===== config.mk =====
export PLATFORM = sky130hd
export DESIGN_NAME = fir_datapath
export DESIGN_NICKNAME = d
export VERILOG_FILES = /design/src/rtl/fir_pkg.sv /design/src/rtl/fir_alu.sv /design/src/rtl/fir_datapath.sv
export SDC_FILE = /design/constraint.sdc
export NUM_CORES = 1
export LEC_CHECK = 0
export ABC_AREA = 0
export CORE_MARGIN = 4
export CORE_UTILIZATION = 40
export CTS_CLUSTER_SIZE = 12
export DETAILED_ROUTE_END_ITERATION = 10
export SYNTH_ARGS = -nofsm -noshare
export SYNTH_HDL_FRONTEND = slang
export SYNTH_SLANG_ARGS = --single-unit

===== constraint.sdc =====
create_clock -name clk -period 8.6 [get_ports clk]
set_input_delay 0.86 -clock clk [delete_from_list [all_inputs] [get_ports clk]]
set_output_delay 0.86 -clock clk [all_outputs]
set_load 0.01 [all_outputs]

===== src/rtl/fir_pkg.sv =====
// Shared types and constants for the FIR register-file datapath.
// Opcode encoding matches the controller's registered command stream.
package fir_pkg;

  localparam int NUM_REGS = 16;
  localparam int REG_W    = 17;
  localparam int DATA_W   = 16;
  localparam int IDX_W    = 4;

  typedef enum logic [2:0] {
    OP_NOP         = 3'b000,
    OP_COPY        = 3'b001,
    OP_LOAD_SAMPLE = 3'b010,
    OP_LOAD_COEFF  = 3'b011,
    OP_ADD         = 3'b100,
    OP_SUB         = 3'b101,
    OP_MUL         = 3'b110,
    OP_RSVD        = 3'b111
  } op_e;

  localparam logic [IDX_W-1:0] ACC        = 4'd0;
  localparam logic [IDX_W-1:0] NEW_SAMPLE = 4'd5;
  localparam logic [IDX_W-1:0] COEFF_BASE = 4'd7;
  localparam logic [IDX_W-1:0] ZERO_REG   = 4'd11;

  function automatic logic op_writes(input op_e op);
    return (op != OP_NOP) && (op != OP_RSVD);
  endfunction

endpackage


===== src/rtl/fir_alu.sv =====
// Combinational ALU for the FIR datapath: copy, loads, add/sub with
// signed overflow detect, and unsigned Q0.16 multiply (upper half).
module fir_alu
  import fir_pkg::*;
(
  input  op_e               op,
  input  logic [REG_W-1:0]  a,
  input  logic [REG_W-1:0]  b,
  input  logic [DATA_W-1:0] sample,
  input  logic [DATA_W-1:0] coeff,
  output logic [REG_W-1:0]  result,
  output logic              overflow
);

  logic [REG_W-1:0] w_sum;
  logic [REG_W-1:0] w_diff;
  logic [31:0]      w_prod;

  assign w_sum  = a + b;
  assign w_diff = a - b;
  assign w_prod = 32'(a[DATA_W-1:0]) * 32'(b[DATA_W-1:0]);

  always_comb begin
    result   = '0;
    overflow = 1'b0;
    case (op)
      OP_COPY:        result = a;
      OP_LOAD_SAMPLE: result = {1'b0, sample};
      OP_LOAD_COEFF:  result = {1'b0, coeff};
      OP_ADD: begin
        result   = w_sum;
        overflow = (a[REG_W-1] == b[REG_W-1]) &&
                   (w_sum[REG_W-1] != a[REG_W-1]);
      end
      OP_SUB: begin
        result   = w_diff;
        overflow = (a[REG_W-1] != b[REG_W-1]) &&
                   (w_diff[REG_W-1] != a[REG_W-1]);
      end
      OP_MUL:         result = {1'b0, w_prod[31:16]};
      default: begin
        result   = '0;
        overflow = 1'b0;
      end
    endcase
  end

endmodule


===== src/rtl/fir_datapath.sv =====
// FIR register-file datapath: 16x17-bit registers, two async read
// ports, one write port; R0 is the accumulator / filter output.
module fir_datapath
  import fir_pkg::*;
(
  input  logic              clk,
  input  logic              n_rst,
  input  logic [2:0]        op,
  input  logic [IDX_W-1:0]  src1,
  input  logic [IDX_W-1:0]  src2,
  input  logic [IDX_W-1:0]  dest,
  input  logic [DATA_W-1:0] sample_data,
  input  logic [DATA_W-1:0] coeff_data,
  output logic              overflow,
  output logic [REG_W-1:0]  outreg_data
);

  logic [REG_W-1:0] r_regs [NUM_REGS];

  op_e              w_op;
  logic [REG_W-1:0] w_rd1;
  logic [REG_W-1:0] w_rd2;
  logic [REG_W-1:0] w_result;
  logic             w_ovf;
  logic             w_we;

  assign w_op  = op_e'(op);
  assign w_rd1 = r_regs[src1];
  assign w_rd2 = r_regs[src2];
  assign w_we  = op_writes(w_op);

  fir_alu u_alu (
    .op       (w_op),
    .a        (w_rd1),
    .b        (w_rd2),
    .sample   (sample_data),
    .coeff    (coeff_data),
    .result   (w_result),
    .overflow (w_ovf)
  );

  // Reads see pre-edge contents, so dest==src collisions return old data.
  always_ff @(posedge clk or negedge n_rst) begin
    if (!n_rst) begin
      for (int i = 0; i < NUM_REGS; i++) begin
        r_regs[i] <= '0;
      end
    end else if (w_we) begin
      r_regs[dest] <= w_result;
    end
  end

  assign overflow    = w_ovf;
  assign outreg_data = r_regs[ACC];

endmodule


==> results.cfg <==
[grt]
grt_use_total = 0.250
grt_max_degree = 145
grt_pass1_wl_mm = 128
antenna_found_initial = 0
grt_pass1_vias = 20400
gr-total-overflow = 0

[floorplan]
fp.coreArea_mm2 = 0.0621
die_w_um = 259
rows = 91
die_h_um = 259
die_area_mm2 = 0.0671
ios = 67
initial_core_util = 0.406

[yosys]
yosysTopAreaCellShare = 0.270
synthArstFlopShare = 1.00
synth-edff-count = 0
syn_area_per_cell_um2 = 10.3
yosys_warnings = 0
yosys.area.top_type = dfrtp_1
synth_cell_type_count = 82
ys_seq_elements = 272
synth_ff_type = dfrtp_1
seq_area_frac_synth = 0.270
netlist_area_mm2 = 0.0252
syn_nets = 2833
syn-instance-count = 2456
synth_area_leaders = dfrtp_1, fa_1, mux4_2

[sta]
hold_viol_final = 0
rsz0062_at_grt = no
finalCritPeriodShare = 0.958
max_freq_ghz = 0.121
worst_slack_ps = 358
fin_skew_ps = 23.3
min_period_ps = 8240
tightest_slew_ps = 1060
maxSlewViolCount = 0
relSlewSlack = 0.291
finalSetupViolations = 0

[critical_path]
cpMostUsedCell = fa_1
cpMaxStageDelayCell = fa_1
rr_startpoint = outreg_data[6]
cp.arrival_ps = 8650
rr_endpoint = r_regs[129]
r2r_slack_ps = 710
start_kind = input pin
critPathMaxStageDelay_ps = 560
critical_path_peak_fanout = 39
cp-end-kind = flop
rr_worst_depth = 27
cp_num_buf_inv = 7
cp_top_family = adder cells
setup.worst_path.class = in -> reg
cp_data_required_time_ps = 9000

[layout]
layout.nets = 2911
utilization = 0.459
multi_input_area_mm2 = 0.0165
regArea_mm2 = 0.00681
antenna_cells = 0
fin_area_mm2 = 0.0285
area_delta_synth_final_pct = 12.9
drive_gt1_frac = 0.208
final_cell_mix = inv_1, nand2_1, dfrtp_1
fill_cells = 5878
final_common_cell = inv_1

[clock_network]
clk_pin_slew_worst_paths_ps = 60
cts_tree = done
cts.sinks = 272
cts_buffers = 29
clk_path_buf_depth = 3
htreeDepth = 1
clk_latency_ps = 570
clockRootBuffer = clkbuf_16
cts.repair.resized = 0
post_cts_buffers = 0
hold_buffers = 0

[detailed_routing]
drc_errors = 0
num_vias = 19600
routed_via_density = 5.77
wl_per_cell_um = 24.7
drt-initial-drc-count = 1684
routed_wl_mm = 83.8
dr.pass1.iters = 7
antenna_left = 0

[placement]
place_area_mm2 = 0.0275
dp_slack_ps = -87.6
gp_congestion = 0.961
hpwlAfterDp_mm = 64.5
io_buffers = 66

[run]
cap_violations = 0

[outcome]
status = completed

[hold_path]
hold_path_class = in -> async
-- worst reg2reg max path: stages, from the launching register on --
cell,delay (ps)
dfrtp_1,510
mux4_2,530
mux2_2,270
o21ai_1,130
buf_4,170
buf_4,270
nor2_1,100
fa_1,520
inv_1,50
fa_1,470
fa_1,510
inv_1,50
fa_1,450
fa_1,530
inv_1,50
fa_1,480
inv_1,40
ha_1,320
a21oi_1,200
o21bai_1,80
a21oi_1,240
o21ai_0,130
a31oi_1,470
o21a_1,260
nand3b_1,110
a31oi_2,350
buf_4,290
o21ai_0,130
-- how the worst max path moves through the flow --
| stage | from | end | slack, ps | cells past startpoint |
|---|---|---|---|---|
| after floorplan | src2[0] | r_regs[150] | 50 | 29 |
| after global placement | src2[1] | outreg_data[11] | -10 | 26 |
| after detailed placement | src1[0] | outreg_data[10] | -90 | 27 |
| after CTS | src2[1] | r_regs[164] | 440 | 26 |
| after global routing | src2[1] | r_regs[181] | 170 | 26 |
| final | src2[1] | r_regs[164] | 360 | 26 |
-- flip-flops by register name, indices dropped and copies added (netlist names) --
register	flops
outreg_data	17
r_regs	255
-- metrics by stage --
stage | std cells | hold WS (ps) | TNS [ps]
final | 3389 | 475 | 0
after global routing | 3389 | 527 | 0
after CTS | 3389 | 505 | 0
after detailed placement | 3340 | 492 | -2850
after global placement | 3340 | 475 | -25.8
after floorplan | 2456 | 461 | 0
-- routing by layer --
layer  part of all wire  vias to the layer above  GRT usage  wire, µm
li1                   -                     8606          -         -
met1               0.40                    10000      0.321     33500
met2               0.50                      784      0.435     41600
met3              0.066                      159     0.0391      5570
met4              0.038                        0     0.0820      3180
met5                  0                        -          0         0
-- Yosys cell counts (4+ instances only) --
master	instances
a211oi_1	6
a21o_1	12
a21oi_1	94
a21oi_2	7
a221oi_1	4
a22oi_1	14
a31oi_1	40
and2_1	19
and3_1	13
and4_1	4
buf_1	12
buf_2	26
buf_4	23
buf_6	9
clkbuf_1	105
dfrtp_1	272
fa_1	195
ha_1	133
inv_1	280
inv_2	5
mux2_2	119
mux2i_1	34
mux4_2	155
nand2_1	279
nand2b_1	12
nand3_1	26
nand4_1	9
nor2_1	229
nor2b_1	16
nor3_1	22
o211ai_1	10
o211ai_2	4
o21a_1	13
o21ai_0	84
o21ai_1	50
o21bai_1	8
o22ai_1	5
o31a_1	4
o31ai_1	18
or3_1	6
xnor2_1	18
-- cell type report --
| type | instances | area share |
|---|---|---|
| inverters | 286 | 0.0377 |
| repair buffers | 223 | 0.0725 |
| multi-input cells | 1722 | 0.580 |
| clock inverters | 5 | 0.00277 |
| clock buffers | 44 | 0.0314 |
| flip-flops and latches | 272 | 0.239 |
| well taps | 837 | 0.0368 |
-- logic make-up (layout without fill, tap and decap cells) --
logic type,count (synthesis),in the layout,synth area share
AO/OA/AOI/OAI,415,415,0.109
XOR/XNOR,21,21,0.00730
adder cells (fa/ha/maj),328,328,0.221
buffers and inverters,462,558,0.0767
flip-flops,272,272,0.270
multiplexers,309,309,0.206
AND/OR/NAND/NOR,649,649,0.111
Power is left out: the tool's default activity adds up to more than one toggle a clock period on the data nets, which glitch-free logic cannot reach.
